`src/rtl/regfile.sv`:
```
// regfile: 2R/1W general-purpose register file for the MIPS decode stage; $0 reads as zero.
// Latency: reads are combinational with a same-cycle write-through bypass; writes land on the next rising edge.
// Backpressure: none. ready stays low during the post-reset clear sweep, and the pipeline holds decode until it rises.
//
// Ports:
//   clock, reset (async, active-low)
//   write_enable / write_addr / write_data        : write-back port, applied on the rising edge
//   read_enable{1,2} / read_addr{1,2} -> read_result{1,2} : combinational read ports
//   ready                                         : high once every entry has been cleared
module regfile #(
  parameter int ADDR_WIDTH = 5,
  parameter int DATA_WIDTH = 32
) (
  input  logic                  clock,
  input  logic                  reset,
  input  logic                  write_enable,
  input  logic [ADDR_WIDTH-1:0] write_addr,
  input  logic [DATA_WIDTH-1:0] write_data,
  input  logic                  read_enable1,
  input  logic [ADDR_WIDTH-1:0] read_addr1,
  output logic [DATA_WIDTH-1:0] read_result1,
  input  logic                  read_enable2,
  input  logic [ADDR_WIDTH-1:0] read_addr2,
  output logic [DATA_WIDTH-1:0] read_result2,
  output logic                  ready
);

  localparam int DEPTH = 1 << ADDR_WIDTH;

  localparam logic [0:0] ST_CLEAR = 1'b0;
  localparam logic [0:0] ST_RUN   = 1'b1;

  // Last entry of the sweep. An explicit compare is used so that pointer
  // wrap-around can never restart the sweep.
  localparam logic [ADDR_WIDTH-1:0] PTR_LAST = {ADDR_WIDTH{1'b1}};

  logic [0:0]            state_q, state_d;
  logic [ADDR_WIDTH-1:0] ptr_q, ptr_d;

  // The storage array has no per-entry reset. It is cleared by the sweep instead.
  logic [DATA_WIDTH-1:0] mem_q [0:DEPTH-1];

  logic                  mem_we;
  logic [ADDR_WIDTH-1:0] mem_waddr;
  logic [DATA_WIDTH-1:0] mem_wdata;

  // Sweep control.
  always_comb begin
    state_d = state_q;
    ptr_d   = ptr_q;
    if (state_q == ST_CLEAR) begin
      if (ptr_q == PTR_LAST) begin
        state_d = ST_RUN;
        ptr_d   = '0;
      end else begin
        ptr_d = ptr_q + 1'b1;
      end
    end
  end

  always_ff @(posedge clock or negedge reset) begin
    if (!reset) begin
      state_q <= ST_CLEAR;
      ptr_q   <= '0;
    end else begin
      state_q <= state_d;
      ptr_q   <= ptr_d;
    end
  end

  // Array write port. The sweep owns the port while clearing, and any
  // write-back request in that window is dropped.
  always_comb begin
    mem_we    = 1'b0;
    mem_waddr = write_addr;
    mem_wdata = write_data;
    if (state_q == ST_CLEAR) begin
      mem_we    = 1'b1;
      mem_waddr = ptr_q;
      mem_wdata = '0;
    end else if (write_enable && (write_addr != '0)) begin
      mem_we = 1'b1;
    end
  end

  always_ff @(posedge clock) begin
    if (mem_we) begin
      mem_q[mem_waddr] <= mem_wdata;
    end
  end

  assign ready = (state_q == ST_RUN);

  // Read ports. A not-ready, disabled, or $0 read yields zero. Otherwise a
  // matching in-flight write is forwarded ahead of the array contents.
  always_comb begin
    read_result1 = '0;
    if (ready && read_enable1 && (read_addr1 != '0)) begin
      if (write_enable && (write_addr == read_addr1)) begin
        read_result1 = write_data;
      end else begin
        read_result1 = mem_q[read_addr1];
      end
    end
  end

  always_comb begin
    read_result2 = '0;
    if (ready && read_enable2 && (read_addr2 != '0)) begin
      if (write_enable && (write_addr == read_addr2)) begin
        read_result2 = write_data;
      end else begin
        read_result2 = mem_q[read_addr2];
      end
    end
  end

endmodule

```
`config.mk`:
```
export PLATFORM = sky130hd
export DESIGN_NAME = regfile
export DESIGN_NICKNAME = d
export VERILOG_FILES = /design/src/rtl/regfile.sv
export SDC_FILE = /design/constraint.sdc
export NUM_CORES = 1
export LEC_CHECK = 0
export CORE_MARGIN = 5
export CORE_UTILIZATION = 40
export CTS_CLUSTER_DIAMETER = 200
export DETAILED_ROUTE_END_ITERATION = 12
export PLACE_DENSITY = 0.65
export SLEW_MARGIN = 20
export SYNTH_ARGS = -nofsm -noshare
export SYNTH_HDL_FRONTEND = slang
export SYNTH_SLANG_ARGS = --single-unit
```
`constraint.sdc`:
```
create_clock -name clock -period 2.98 [get_ports clock]
set_clock_uncertainty 0.05 [all_clocks]
set_input_delay 0.447 -clock clock [delete_from_list [all_inputs] [get_ports clock]]
set_output_delay 0.447 -clock clock [all_outputs]
set_load 0.05 [all_outputs]
```
==> flow_metrics.tcl <==
set metrics [dict create \
    yosys_warnings 0 \
    grt_pass1_vias 31800 \
    hold_viol 0 \
    most-common-layout-cells "edfxtp_1, mux4_2, buf_4" \
    cts_buffers 102 \
    viasPerCell 6.50 \
    timing.final.ws_setup_ns -0.0844 \
    leakagePower_nw 19.8 \
    failed_checks "setup timing" \
    core_area_mm2 0.120 \
    dr.pass1.iters 6 \
    clk_latency_ns 0.69 \
    critPathLaunch "ready$_DFF_PN0_" \
    arrival_ns 2.57 \
    relSlewSlack_pct 37.9 \
    placed_area_mm2 0.0550 \
    cpPeakStageDelay_ns 0.43 \
    fin_area_mm2 0.0597 \
    io_buffers 116 \
    setup_viol 14 \
    end_kind "primary output" \
    nFillCells 9685 \
    drive_gt1_share_pct 39.4 \
    power_density_mw_per_mm2 546 \
    register_area_mm2 0.0309 \
    grt_max_degree 43 \
    synth-async-reset-ratio_pct 0.583 \
    hpwl_um 100000 \
    wl_per_cell_um 33.4 \
    synthCells 2696 \
    ys.flop_type "edfxtp_1" \
    synth_area_leader_cell "edfxtp_1" \
    worstMarginPinSlew_ns 0.931 \
    tns_ns -0.457 \
    path_class "reg2out" \
    path_common_cell "buf_12" \
    clockBufferDepth 3 \
    cpMaxStageDelayCell "dfrtp_2" \
    die_h_um 358 \
    status "complete, but fails checks" \
    antenna_found_initial 5 \
    die_area_mm2 0.128 \
    stdcell_count 4775 \
    rr_endpoint "mem_q[29][5]$_DFFE_PP_" \
    reg2reg_slack_ns 0.50 \
    cp-start-kind "flop" \
    final_nets 3141 \
    place_inst 4559 \
    period_share_pct 103 \
    worstReg2RegStart "ready$_DFF_PN0_" \
    cts_root_buf "clkbuf_16" \
    drt_iter0_drc 4122 \
    yosysSeqAreaShare_pct 63.8 \
    syn_area_per_cell_um2 18.0 \
    grt_usage_pct 24.4 \
    grt_pass1_wl_um 226000 \
    layout_commonest_cell "edfxtp_1" \
    ir_drop_v 0.000437 \
    mappedNetlistArea_mm2 0.0484 \
    syn_to_final_growth_pct 23.3 \
    ys_seq_elements 1030 \
    post-route-util_pct 49.7 \
    multi_input_area_mm2 0.0174 \
    synth_nets 2750 \
    yosysTopAreaCellShare_pct 63.5 \
    routabilityCongestion 0.858 \
    cts_tree "yes" \
    synth.distinct_cells 47 \
    num_rows 127 \
    drc 0 \
    h-tree-depth 3 \
    drt.antenna.violating_nets 0 \
    ff2ff_path_depth 6 \
    cts_sinks 1030 \
    synth-edff-count 1024 \
    hold_class "in2async" \
    critPathMaxFanout 7 \
    max_freq_mhz 326 \
    overflow 0 \
    final_max_slew_viol_count 0 \
    whs_ns 0.485 \
    worstPathRequired_ns 2.48 \
    wl_um 159000 \
    vias 31100 \
    period_needed_ns 3.06 \
    synth.top_cells.by_area "edfxtp_1, mux4_2, mux2i_1" \
    path_clk_slew_ns 0.07 \
    die_w_um 358 \
    io_pins 117 \
    start_util_pct 40.3 \
    rsz0062_at_grt "yes" \
    path_cells "nand2_2 -> a311oi_4 -> buf_12 -> buf_12 -> buf_12 -> nand4_1 -> nand2_1 -> buf_6" \
    cap_violations 0 \
]
[worst max-delay path by stage]
| stage | to |
|---|---|
| global placement | read_result2[6] |
| floorplan | mem_q[30][0]$_DFFE_PP_ |
| detailed placement | read_result2[6] |
| global route | read_result1[19] |
| finish | read_result1[5] |
| CTS | read_result2[12] |
[routing by layer]
layer	wire (um)	vias to the layer above	share of wire [%]	GRT usage [%]
met5	23	-	0.014	0
met4	8850	4	5.6	11.7
met3	17400	447	11	4.95
met2	74900	2111	47	38.9
met1	58100	16300	36	32.4
li1	-	12200	-	-
[metrics by stage]
| stage | setup WS, ns | total power [mW] |
|---|---|---|
| after global placement | -0.282 | 19.7 |
| after global routing | -0.108 | 33.5 |
| after CTS | -0.0617 | 32.7 |
| after detailed placement | -0.281 | 19.7 |
| final | -0.0844 | 32.6 |
| after floorplan | -0.495 | 18.2 |
[area by class of cell]
cell class / instances / share of cell area (%)
clock buffer: 120 / 4.42
sequential: 1030 / 51.7
tap: 1612 / 3.38
clock inverter: 57 / 1.07
multi-input combinational: 1441 / 29.2
timing repair buffer: 509 / 10.2
inverter: 3 / 0.0188
antenna: 3 / 0.0126
[flip-flops by register name, indices dropped and copies added, names as in the netlist]
| register | cells |
|---|---|
| mem_q | 1024 |
| ptr_q | 5 |
| ready | 1 |
[critical path, delay by kind of cell (launching register included)]
| kind | cells | cell delay [ns] |
|---|---|---|
| AOI/OAI and AO/OA | 1 | 0.39 |
| buffers and inverters | 4 | 0.60 |
| DFF | 1 | 0.43 |
| and+or+nand+nor | 3 | 0.43 |
[synth_stat cells (22+ instances only)]
cell type	count
mux2i_1	227
o2111ai_1	31
o22ai_1	47
nor2_1	40
a32o_1	33
edfxtp_1	1024
a21oi_1	36
nand2_1	210
o21ai_0	31
nand4_1	33
and2_1	36
a22o_1	23
mux2_2	68
nand3_1	27
clkbuf_1	93
mux4_2	395
a22oi_1	65
buf_2	94
o22a_1	22
[what timing repair did]
action | 4_1_cts | 5_1_grt
pin swaps | 55 | 36
gates resized for setup | 124 | 122
hold endpoints to repair | 6 | 0
cloned | 2 | 3
buffers inserted | 28 | 9
endpoints found under the setup margin | 64 | 59
hold buffers | 1 | 0
[where the power goes]
group          internal, mW  total (mW)  switching [mW]
combinational          1.57        3.75            2.18
clock                  7.36        12.9            5.56
sequential             16.0        16.0         0.00769
total                  24.9        32.6            7.75
[logic make-up after synthesis]
family | after synthesis | share of synthesized area [%]
flops | 1030 | 63.8
compound gates | 359 | 5.53
mux | 690 | 24.6
xor+xnor | 10 | 0.181
buf+inv | 225 | 2.23
fa+ha+maj | 2 | 0.0516
simple gates | 380 | 3.58
No activity file was read; power rests on OpenSTA's default activity.
